<file path="src/rtl/snake_pkg.sv">
// Shared types for the snake game controller slice: game state
// encodings, collision codes and the step-period helper.
package snake_pkg;

    typedef enum logic [1:0] {
        IDLE      = 2'b00,
        PLAY      = 2'b01,
        PAUSE     = 2'b10,
        GAME_OVER = 2'b11
    } state_e;

    localparam logic [1:0] COLLISION       = 2'b01;
    localparam logic [1:0] APPLE_COLLECTED = 2'b10;

    // max(minp, base - level*step) without going below zero
    function automatic int unsigned step_period(
        input int unsigned level,
        input int unsigned base,
        input int unsigned step,
        input int unsigned minp
    );
        int unsigned sub;
        sub = level * step;
        if (sub + minp >= base) begin
            return minp;
        end
        return base - sub;
    endfunction

endpackage

</file>
<file path="src/rtl/snake_game_ctrl_if.sv">
// Bundle between the game controller and its surroundings.
// master: controller side (takes frame_tick/buttons/collision,
// drives state, pulses, score, lives, level); slave: the far side.
interface snake_game_ctrl_if #(
    parameter int SCORE_DIGITS = 3,
    parameter int LIVES        = 3,
    parameter int MAX_LEVEL    = 6
);
    logic                              frame_tick;
    logic                              start_i;
    logic                              pause_i;
    logic [1:0]                        collision_i;
    logic [1:0]                        state_o;
    logic                              update_o;
    logic                              apple_trigger_o;
    logic                              snake_reset_o;
    logic [4*SCORE_DIGITS-1:0]         score_o;
    logic [$clog2(LIVES+1)-1:0]        lives_o;
    logic [$clog2(MAX_LEVEL+1)-1:0]    level_o;

    modport master (
        input  frame_tick, start_i, pause_i, collision_i,
        output state_o, update_o, apple_trigger_o, snake_reset_o,
        output score_o, lives_o, level_o
    );

    modport slave (
        output frame_tick, start_i, pause_i, collision_i,
        input  state_o, update_o, apple_trigger_o, snake_reset_o,
        input  score_o, lives_o, level_o
    );
endinterface

</file>
<file path="src/rtl/snake_score_bcd.sv">
// Saturating multi-digit BCD counter. Ports: clk, reset (sync,
// high), clear, inc; value_o holds digit 0 in bits [3:0].
module snake_score_bcd #(
    parameter int DIGITS = 3
) (
    input  logic                  clk,
    input  logic                  reset,
    input  logic                  clear,
    input  logic                  inc,
    output logic [4*DIGITS-1:0]   value_o
);
    logic [4*DIGITS-1:0] value_q, value_d;
    logic                carry;
    logic                all_nines;

    always_comb begin
        value_d   = value_q;
        carry     = 1'b1;
        all_nines = 1'b1;
        for (int i = 0; i < DIGITS; i++) begin
            if (value_q[4*i +: 4] != 4'd9) all_nines = 1'b0;
        end
        if (clear) begin
            value_d = '0;
        end else if (inc && !all_nines) begin
            // ripple the +1 through digits that wrap 9 -> 0
            for (int i = 0; i < DIGITS; i++) begin
                if (carry) begin
                    if (value_q[4*i +: 4] == 4'd9) begin
                        value_d[4*i +: 4] = 4'd0;
                    end else begin
                        value_d[4*i +: 4] = value_q[4*i +: 4] + 4'd1;
                        carry = 1'b0;
                    end
                end
            end
        end
    end

    always_ff @(posedge clk) begin
        if (reset) value_q <= '0;
        else       value_q <= value_d;
    end

    assign value_o = value_q;
endmodule

</file>
<file path="src/rtl/snake_game_ctrl.sv">
// Snake game sequencer: IDLE/PLAY/PAUSE/GAME_OVER, lives, BCD
// score, level speed-up and frame-aligned control pulses. Ports:
// clk, reset (sync, high) and the bus interface (master side).
module snake_game_ctrl
    import snake_pkg::*;
#(
    parameter int SCORE_DIGITS     = 3,
    parameter int LIVES            = 3,
    parameter int BASE_PERIOD      = 8,
    parameter int PERIOD_STEP      = 1,
    parameter int MIN_PERIOD       = 2,
    parameter int APPLES_PER_LEVEL = 4,
    parameter int MAX_LEVEL        = 6,
    parameter int GAMEOVER_FRAMES  = 120
) (
    input  logic               clk,
    input  logic               reset,
    snake_game_ctrl_if.master  bus
);
    localparam int LW   = $clog2(LIVES + 1);
    localparam int VW   = $clog2(MAX_LEVEL + 1);
    localparam int PMAX = (BASE_PERIOD > MIN_PERIOD) ? BASE_PERIOD : MIN_PERIOD;
    localparam int PW   = $clog2(PMAX + 1);
    localparam int AW   = $clog2(APPLES_PER_LEVEL + 1);
    localparam int GW   = $clog2(GAMEOVER_FRAMES + 1);

    state_e                  state_q, state_d;
    logic                    st_sync_q, st_prev_q;
    logic                    ps_sync_q, ps_prev_q;
    logic                    hit_q, hit_d;
    logic                    apple_q, apple_d;
    logic [LW-1:0]           lives_q, lives_d;
    logic [VW-1:0]           level_q, level_d;
    logic [AW-1:0]           apples_q, apples_d;
    logic [PW-1:0]           step_q, step_d;
    logic [GW-1:0]           go_q, go_d;
    logic                    update_q, update_d;
    logic                    atrig_q, atrig_d;
    logic                    sreset_q, sreset_d;
    logic                    score_clr, score_inc;
    logic [4*SCORE_DIGITS-1:0] score;

    logic        start_rise, pause_rise;
    logic        hit_now, apple_now, eval_tick, step_hit;
    logic [31:0] period;

    assign start_rise = st_sync_q & ~st_prev_q;
    assign pause_rise = ps_sync_q & ~ps_prev_q;
    // a code on the frame_tick cycle itself still counts
    assign hit_now    = hit_q | (bus.collision_i == COLLISION);
    assign apple_now  = apple_q | (bus.collision_i == APPLE_COLLECTED);
    assign eval_tick  = bus.frame_tick && (state_q == PLAY);
    assign period     = step_period(32'(level_q), BASE_PERIOD,
                                    PERIOD_STEP, MIN_PERIOD);
    // >= keeps stepping sane if a level-up shrank the period
    // below the current count
    assign step_hit   = (32'(step_q) + 32'd1) >= period;

    snake_score_bcd #(.DIGITS(SCORE_DIGITS)) u_score (
        .clk     (clk),
        .reset   (reset),
        .clear   (score_clr),
        .inc     (score_inc),
        .value_o (score)
    );

    always_ff @(posedge clk) begin
        if (reset) state_q <= IDLE;
        else       state_q <= state_d;
    end

    always_comb begin : next_state
        state_d = state_q;
        unique case (state_q)
            IDLE: if (start_rise) state_d = PLAY;
            PLAY: begin
                // a hit on this tick swallows a coincident pause edge
                if (eval_tick && hit_now) begin
                    if (lives_q == LW'(1)) state_d = GAME_OVER;
                end else if (pause_rise) begin
                    state_d = PAUSE;
                end
            end
            PAUSE: if (pause_rise) state_d = PLAY;
            GAME_OVER: begin
                if (bus.frame_tick && go_q == GW'(GAMEOVER_FRAMES - 1))
                    state_d = IDLE;
            end
        endcase
    end

    always_comb begin : datapath
        hit_d     = hit_q;
        apple_d   = apple_q;
        lives_d   = lives_q;
        level_d   = level_q;
        apples_d  = apples_q;
        step_d    = step_q;
        go_d      = '0;
        update_d  = 1'b0;
        atrig_d   = 1'b0;
        sreset_d  = 1'b0;
        score_clr = 1'b0;
        score_inc = 1'b0;
        if (state_q == PLAY) begin
            hit_d   = hit_now;
            apple_d = apple_now;
        end
        if (bus.frame_tick) begin
            hit_d   = 1'b0;
            apple_d = 1'b0;
        end
        unique case (state_q)
            IDLE: begin
                if (start_rise) begin
                    lives_d   = LW'(LIVES);
                    level_d   = '0;
                    apples_d  = '0;
                    step_d    = '0;
                    hit_d     = 1'b0;
                    apple_d   = 1'b0;
                    score_clr = 1'b1;
                    sreset_d  = 1'b1;
                    atrig_d   = 1'b1;
                end
            end
            PLAY: begin
                if (eval_tick && hit_now) begin
                    lives_d = lives_q - LW'(1);
                    if (lives_q != LW'(1)) begin
                        sreset_d = 1'b1;
                        step_d   = '0;
                    end
                end else if (eval_tick) begin
                    if (apple_now) begin
                        score_inc = 1'b1;
                        atrig_d   = 1'b1;
                        if (apples_q == AW'(APPLES_PER_LEVEL - 1)) begin
                            apples_d = '0;
                            if (level_q != VW'(MAX_LEVEL))
                                level_d = level_q + VW'(1);
                        end else begin
                            apples_d = apples_q + AW'(1);
                        end
                    end
                    if (step_hit) begin
                        update_d = 1'b1;
                        step_d   = '0;
                    end else begin
                        step_d = step_q + PW'(1);
                    end
                end
            end
            GAME_OVER: begin
                go_d = bus.frame_tick ? go_q + GW'(1) : go_q;
            end
            default: ;
        endcase
    end

    always_ff @(posedge clk) begin
        if (reset) begin
            st_sync_q <= 1'b0;
            st_prev_q <= 1'b0;
            ps_sync_q <= 1'b0;
            ps_prev_q <= 1'b0;
            hit_q     <= 1'b0;
            apple_q   <= 1'b0;
            lives_q   <= LW'(LIVES);
            level_q   <= '0;
            apples_q  <= '0;
            step_q    <= '0;
            go_q      <= '0;
            update_q  <= 1'b0;
            atrig_q   <= 1'b0;
            sreset_q  <= 1'b0;
        end else begin
            st_sync_q <= bus.start_i;
            st_prev_q <= st_sync_q;
            ps_sync_q <= bus.pause_i;
            ps_prev_q <= ps_sync_q;
            hit_q     <= hit_d;
            apple_q   <= apple_d;
            lives_q   <= lives_d;
            level_q   <= level_d;
            apples_q  <= apples_d;
            step_q    <= step_d;
            go_q      <= go_d;
            update_q  <= update_d;
            atrig_q   <= atrig_d;
            sreset_q  <= sreset_d;
        end
    end

    always_comb begin : outputs
        bus.state_o         = state_q;
        bus.update_o        = update_q;
        bus.apple_trigger_o = atrig_q;
        bus.snake_reset_o   = sreset_q;
        bus.score_o         = score;
        bus.lives_o         = lives_q;
        bus.level_o         = level_q;
    end
endmodule

</file>
<file path="src/flat_wrapper.sv">
// flat-port wrapper written by rule: the top's interface ports become plain ports
module snake_game_ctrl_flat import snake_pkg::*;
#(
    parameter int SCORE_DIGITS     = 3,
    parameter int LIVES            = 3,
    parameter int BASE_PERIOD      = 8,
    parameter int PERIOD_STEP      = 1,
    parameter int MIN_PERIOD       = 2,
    parameter int APPLES_PER_LEVEL = 4,
    parameter int MAX_LEVEL        = 6,
    parameter int GAMEOVER_FRAMES  = 120
)
  (clk, reset, bus_frame_tick, bus_start_i, bus_pause_i, bus_collision_i, bus_state_o, bus_update_o, bus_apple_trigger_o, bus_snake_reset_o, bus_score_o, bus_lives_o, bus_level_o);
  snake_game_ctrl_if #(.SCORE_DIGITS(SCORE_DIGITS), .LIVES(LIVES), .MAX_LEVEL(MAX_LEVEL)) bus_i ();
  input  logic clk;
  input  logic reset;
  input wire logic [$bits(bus_i.frame_tick)-1:0] bus_frame_tick;
  input wire logic [$bits(bus_i.start_i)-1:0] bus_start_i;
  input wire logic [$bits(bus_i.pause_i)-1:0] bus_pause_i;
  input wire logic [$bits(bus_i.collision_i)-1:0] bus_collision_i;
  output wire logic [$bits(bus_i.state_o)-1:0] bus_state_o;
  output wire logic [$bits(bus_i.update_o)-1:0] bus_update_o;
  output wire logic [$bits(bus_i.apple_trigger_o)-1:0] bus_apple_trigger_o;
  output wire logic [$bits(bus_i.snake_reset_o)-1:0] bus_snake_reset_o;
  output wire logic [$bits(bus_i.score_o)-1:0] bus_score_o;
  output wire logic [$bits(bus_i.lives_o)-1:0] bus_lives_o;
  output wire logic [$bits(bus_i.level_o)-1:0] bus_level_o;
  assign bus_i.frame_tick = bus_frame_tick;
  assign bus_i.start_i = bus_start_i;
  assign bus_i.pause_i = bus_pause_i;
  assign bus_i.collision_i = bus_collision_i;
  assign bus_state_o = bus_i.state_o;
  assign bus_update_o = bus_i.update_o;
  assign bus_apple_trigger_o = bus_i.apple_trigger_o;
  assign bus_snake_reset_o = bus_i.snake_reset_o;
  assign bus_score_o = bus_i.score_o;
  assign bus_lives_o = bus_i.lives_o;
  assign bus_level_o = bus_i.level_o;
  snake_game_ctrl #(.SCORE_DIGITS(SCORE_DIGITS), .LIVES(LIVES), .BASE_PERIOD(BASE_PERIOD), .PERIOD_STEP(PERIOD_STEP), .MIN_PERIOD(MIN_PERIOD), .APPLES_PER_LEVEL(APPLES_PER_LEVEL), .MAX_LEVEL(MAX_LEVEL), .GAMEOVER_FRAMES(GAMEOVER_FRAMES)) u_core (.clk(clk), .reset(reset), .bus(bus_i));
endmodule
</file>
<file path="config.mk">
export PLATFORM = sky130hd
export DESIGN_NAME = snake_game_ctrl_flat
export DESIGN_NICKNAME = d
export VERILOG_FILES = /design/src/rtl/snake_pkg.sv /design/src/rtl/snake_game_ctrl_if.sv /design/src/rtl/snake_score_bcd.sv /design/src/rtl/snake_game_ctrl.sv /design/src/flat_wrapper.sv
export SDC_FILE = /design/constraint.sdc
export NUM_CORES = 1
export LEC_CHECK = 0
export ABC_CLOCK_PERIOD_IN_PS = 2700
export CORE_MARGIN = 3
export CORE_UTILIZATION = 30
export CTS_CLUSTER_SIZE = 10
export DETAILED_ROUTE_END_ITERATION = 10
export PLACE_DENSITY = 0.61
export SLEW_MARGIN = 20
export SYNTH_ARGS = -nofsm -noshare
export SYNTH_HDL_FRONTEND = slang
export SYNTH_SLANG_ARGS = --single-unit
export TNS_END_PERCENT = 30
</file>
<file path="constraint.sdc">
create_clock -name clk -period 2.7 [get_ports clk]
set_input_delay 0.54 -clock clk [delete_from_list [all_inputs] [get_ports clk]]
set_output_delay 0.54 -clock clk [all_outputs]
set_load 0.005 [all_outputs]
</file>
=== After elaboration in Yosys (flattened, before gate mapping) ===
Cells that the tools add are included.

* Bits in registers: 42

* Reductions and logical operators: 17
* $lt $le $gt $ge: 2
* $add $sub $neg: 11
* Bitwise logic cells: 9
* Eq/ne operators: 29
* Muxes and demuxes: 63

{| class="wikitable"
|+ Operators with widths
! cell !! number
|-
| 32-bit greater-or-equal comparator || 1
|-
| 32-bit by 4-bit greater-or-equal comparator with 1-bit output, second input constant || 1
|-
| 32-bit two-way mux || 1
|-
| 4-bit two-way mux || 8
|-
| 3-bit two-way mux || 10
|-
| 1-bit two-way mux || 28
|-
| 2-bit two-way mux || 9
|-
| 4-bit by 1-bit adder with 4-bit output, second input constant || 4
|-
| 2-bit by 1-bit inequality test with 1-bit output, second input constant || 7
|-
| 4-bit equality test, second input constant || 3
|-
| 4-bit inequality test, second input constant || 3
|-
| 3-bit case mux with 2 select lines || 2
|-
| 5-bit AND reduction || 2
|-
| 3-bit inequality test, second input constant || 3
|-
| 2-bit case mux with 4 select lines || 1
|-
| 4-bit case mux with 2 select lines || 1
|-
| 7-bit by 1-bit adder with 7-bit output, second input constant || 1
|-
| 7-bit equality test, second input constant || 1
|-
| 7-bit AND reduction || 1
|-
| 3-bit by 1-bit adder with 3-bit output, second input constant || 2
|-
| 2-bit by 1-bit equality test with 1-bit output, second input constant || 3
|-
| 2-bit equality test, second input constant || 3
|-
| 2-bit inequality test, second input constant || 3
|-
| 3-bit by 1-bit inequality test with 1-bit output, second input constant || 2
|-
| other kinds (19) || 31
|}

=== Logic depth before layout (Yosys ltp) ===
* Depth in word-level cells: 13
* Mapped depth: 8

=== Modules after synthesis ===
Synthesis repeated with hierarchy kept, for this count alone.

* Cells, all modules: 241
* Area total of the unflattened synthesis: 2227.1 um^2

{| class="wikitable"
|+ By module, submodules not included
! module !! times used !! cells an instance !! area an instance (um^2)
|-
| snake_game_ctrl || 1 || 173 || 1615.3
|-
| snake_score_bcd || 1 || 68 || 611.8
|}

=== Least setup slack after synthesis ===
Ideal clock, no wire load.

* Path type: input port to flip-flop
* Start: in bus_collision_i[0]
* End: reg u_core.u_score.value_q[10], in the netlist u_core.u_score.value_o[10]
* Arrival: 1922 ps
* Stages on the path: 6
* Data required time: 2630 ps
* Path buffers: 2
* Setup slack: 707 ps
* Library setup time: 70 ps
* Path through: nor2b_1 > clkbuf_1 > or3_1 > clkbuf_1 > or4_1 > a21oi_1

* Longest elaborated chain between the ends: 8

{| class="wikitable"
|+ Ends and longest elaborated chain
! element !! RTL line !! RTL
|-
| start, declared || flat_wrapper.sv:20 || <nowiki>input wire logic [$bits(bus_i.collision_i)-1:0] bus_collision_i;</nowiki>
|-
| 2-bit equality test || snake_game_ctrl.sv:51 || <nowiki>assign apple_now = apple_q | (bus.collision_i == APPLE_COLLECTED);</nowiki>
|-
| 1-bit bitwise OR || snake_game_ctrl.sv:51 ||
|-
| 1-bit two-way mux || snake_game_ctrl.sv:135 || <nowiki>if (apple_now) begin</nowiki>
|-
| 1-bit two-way mux || snake_game_ctrl.sv:134 || <nowiki>end else if (eval_tick) begin</nowiki>
|-
| 1-bit two-way mux * || snake_game_ctrl.sv:128 || <nowiki>if (eval_tick && hit_now) begin</nowiki>
|-
| 1-bit two-way mux * || snake_game_ctrl.sv:113 || <nowiki>unique case (state_q)</nowiki>
|-
| 1-bit logical AND * || snake_score_bcd.sv:25 || <nowiki>end else if (inc && !all_nines) begin</nowiki>
|-
| 2-bit AND reduction (no line) * || - ||
|-
| end signal, assigned || snake_score_bcd.sv:42 || <nowiki>else value_q <= value_d;</nowiki>
|-
| end, declared || snake_score_bcd.sv:12 || <nowiki>logic [4*DIGITS-1:0] value_q, value_d;</nowiki>
|}

Every way passes the cells marked *; elsewhere a longest branch is shown, timed or not.
A chain may end at the register's enable or synchronous reset.

=== Worst setup path in the final report ===
* Start: in bus_collision_i[0]
* End: reg u_core.u_score.value_q[9], in the netlist u_core.u_score.value_o[9]

Same word-level chain as after synthesis.

==> flow_metrics.tcl <==
set metrics [dict create \
    post_cts_resized 0 \
    maxSlewViolCount 0 \
    numPortBuffers 28 \
    numClockSinks 42 \
    min_path_cells 1 \
    power.switching_fraction_pct 23.2 \
    mostFrequentLayoutCell "dfxtp_1" \
    synth-seq-area-share_pct 37.7 \
    min-delay-start "u_core.apples_q[2]$_SDFFE_PP0P_" \
    layout.core_utilization_pct 39.3 \
    synth.ff_latch_count 42 \
    finalCritPeriodShare_pct 82.6 \
    cpPeakStageDelay_ns 0.55 \
    clock-skew-final_ns 0.00682 \
    worstPathCellList "clkdlybuf4s50_1 -> nor2b_1 -> a2111o_1 -> or4b_1 -> a21oi_1" \
    syn-cell-area_um2 2230 \
    synth_enable_flop_cells 0 \
    launch_point_of_the_worst_reg_to_reg_path "u_core.bus.level_o[1]$_SDFFE_PP0P_" \
    comb_power_share_pct 8.1 \
    detailedPlace.worstSlack_ns 0.178 \
    drtIter0Drc 120 \
    remaining_drc_errors 0 \
    post_dp_cell_area_um2 2630 \
    placementRows 30 \
    die_width_um 92.2 \
    fin_crit_ns 2.23 \
    hold_class "reg -> reg" \
    wl_cell_um 13.2 \
    report.final.hold_viol_count 0 \
    cellInternalPower_mw 0.944 \
    grt_setup_unrepaired "false" \
    first_pass_iters 4 \
    leakagePower_nw 0.930 \
    timing.critical_path.from_type "input pin" \
    ioPinCount 29 \
    clock.fmax_mhz 449 \
    worst_setup_hold_path_clk_slew_ns 0.08 \
    worst-r2r-cell-count 8 \
    layout-drive-gt1-share_pct 6.51 \
    cts_buffer_depth 2 \
    area.growth.synth_to_final_pct 23.0 \
    grt_overflow 0 \
    worstSkewPairLatency_ns 0.30 \
    design.die.area_um2 8500 \
    htreeDepth 2 \
    globalRouteTotalUtil_pct 12.9 \
    number_of_maximum_capacitance_constraint_violations 0 \
    netlist_instances 261 \
    syn_nets 279 \
    drt_wl_total_um 5140 \
    synthDistinctLibCells 49 \
    grt_max_degree 17 \
    power_per_cell_area_nw_per_um2 449 \
    routed-via-count 2026 \
    postLayoutCellArea_um2 2740 \
    antennaDiodeCount 0 \
    gp_routability_congestion 0.800 \
    syn-mean-instance-area_um2 8.54 \
    holdPathEnd "u_core.apples_q[2]$_SDFFE_PP0P_" \
    core_region_area_um2 6980 \
    status "finished, final reports clean" \
    yosys_warnings 0 \
    placed_cells 380 \
    timing.critical_path.required_ns 2.92 \
    clock_power_share_pct 40.2 \
    critical_path.reg2reg.endpoint "u_core.step_q[2]$_SDFFE_PP0P_" \
    post-route-worst-setup-slack_ns 0.470 \
    final_instance_count_excl_fillers 388 \
    post-cts-setup-buffers 0 \
    path_max_fanout 10 \
    r2r_setup_slack_ns 0.51 \
    drtAntennaViolNets 0 \
    post-layout-total-power_mw 1.23 \
    die_y_um 92.2 \
    slew_headroom_pct 57.3 \
    irDropWorstVdd_v 0.000211 \
    p_sw_mw 0.286 \
    synth-async-reset-ratio_pct 0 \
    synth_ff_type "dfxtp_1" \
    critPathSlowestCell "a2111o_1" \
    report.final.setup_viol 0 \
    floorplan.initialDensity_pct 31.9 \
    place.detailed.hpwl_um 3780 \
    worst_hold_slack_ns 0.481 \
    ctsHoldBuffers 0 \
    nFillCells 732 \
    pwr-share-seq_pct 51.7 \
    max_slew.worst_pin.slew_ns 0.632 \
    root_buffer "clkbuf_8" \
    layout_common_cells "dfxtp_1 (42), a21oi_1 (28), clkdlybuf4s50_1 (28), inv_1 (15)" \
    number_of_buffers_created_by_cts 5 \
    antenna_violations_before_repair 0 \
    nets 309 \
    tritoncts_clock_tree "built" \
    setup-tns-final_ns 0 \
    critPathKind "in -> reg" \
    endpoint_kind "register" \
    data_arrival_time_of_the_worst_path_ns 2.45 \
    first_global_vias 1985 \
    post_drt_via_cell_ratio 5.22 \
    wire_length_of_the_first_global_routing_pass_um 8970 \
]
-- registers in the layout, indices dropped and copies added, names as in the netlist, 2 cells and up --
| signal | cells |
|---|---|
| u_core.bus.level_o | 3 |
| u_core.apples_q | 3 |
| u_core.bus.lives_o | 2 |
| u_core.bus.state_o | 2 |
| u_core.step_q | 4 |
| u_core.go_q | 7 |
| u_core.u_score.value_o | 12 |
-- layout make-up --
cell class              instances  area, um^2  share of cell area [%]
clock buffers                   5        68.8                    2.51
clock inverters                 3        40.0                    1.46
multi-input cells             191        1270                    46.5
repair buffers                 36         340                    12.4
flip-flops and latches         42         841                    30.7
inverters                      15        56.3                    2.05
well taps                      96         120                    4.38
-- layer usage --
| layer | track usage [%] | vias to the layer above | share of wire (%) | wire (um) |
|---|---|---|---|---|
| met5 | 0 | - | 0 | 0 |
| met4 | 5.57 | 0 | 1.1 | 59 |
| met3 | 2.79 | 5 | 4.7 | 243 |
| met2 | 20.9 | 45 | 45 | 2330 |
| met1 | 16.5 | 941 | 49 | 2510 |
| li1 | - | 1035 | - | - |
-- synth_stat cells, types with 2 or more instances --
master | count | area (um^2)
nand3b_1 | 3 | 22.5
nor3b_1 | 2 | 15.0
o21ai_0 | 13 | 65.1
nor3_1 | 6 | 30.0
o211ai_1 | 5 | 37.5
a21oi_1 | 28 | 140
xnor2_1 | 2 | 17.5
dfxtp_1 | 42 | 841
a211oi_1 | 2 | 15.0
nor4bb_1 | 3 | 30.0
and3_1 | 2 | 12.5
mux2i_1 | 3 | 30.0
nand2_1 | 13 | 48.8
o21a_1 | 3 | 22.5
inv_1 | 15 | 56.3
nor2b_1 | 8 | 50.1
nor2_1 | 13 | 48.8
clkbuf_1 | 11 | 41.3
nand4_1 | 7 | 43.8
or2b_1 | 2 | 15.0
o31ai_1 | 12 | 90.1
ha_1 | 11 | 138
o2111ai_1 | 2 | 17.5
nand2b_1 | 3 | 18.8
and2_1 | 2 | 12.5
or3_1 | 7 | 43.8
or4_1 | 5 | 37.5
xor2_1 | 5 | 43.8
o211a_1 | 2 | 20.0
nand3_1 | 7 | 35.0
nor4_1 | 4 | 25.0
-- how the worst max path moves through the flow --
stage                                            start                                 endpoint  slack (ns)  cells past startpoint
floorplan                           bus_collision_i[0]  u_core.u_score.value_o[10]$_SDFFE_PP0P_        0.71                      6
detailed placement                  bus_collision_i[0]   u_core.u_score.value_o[9]$_SDFFE_PP0P_        0.18                      5
CTS                 u_core.bus.level_o[1]$_SDFFE_PP0P_            u_core.step_q[2]$_SDFFE_PP0P_        0.49                      8
global route        u_core.bus.level_o[1]$_SDFFE_PP0P_            u_core.step_q[2]$_SDFFE_PP0P_        0.21                      8
finish                              bus_collision_i[0]   u_core.u_score.value_o[9]$_SDFFE_PP0P_        0.47                      5
global placement                    bus_collision_i[0]   u_core.u_score.value_o[2]$_SDFFE_PP0P_        0.21                      6
-- kinds of logic (layout without fill, tap and decap cells) --
family,Yosys count,count (layout),share of synthesized area [%]
and+or+nand+nor,92,92,24.2
AOI/OAI and AO/OA,78,78,22.7
DFF,42,42,37.7
buffers and inverters,28,59,5.05
adders and majority gates,11,11,6.18
xor gates and xnor gates,7,7,2.75
muxes,3,3,1.35
-- power groups by stage --
stage	clock [mW]	combinational, mW	sequential [mW]
after detailed placement	0	0.0991	0.651
after floorplan	0	0.0646	0.647
final	0.494	0.0996	0.636
after global placement	0	0.0988	0.651
after CTS	0.511	0.0996	0.636
after global routing	0.538	0.110	0.638
-- worst max-delay path: cells and delay by family --
family / cells / cell delay (ns)
simple gates: 2 / 0.78
compound gates: 2 / 0.70
buf+inv: 1 / 0.43
(Power assumes the default switching activity.)
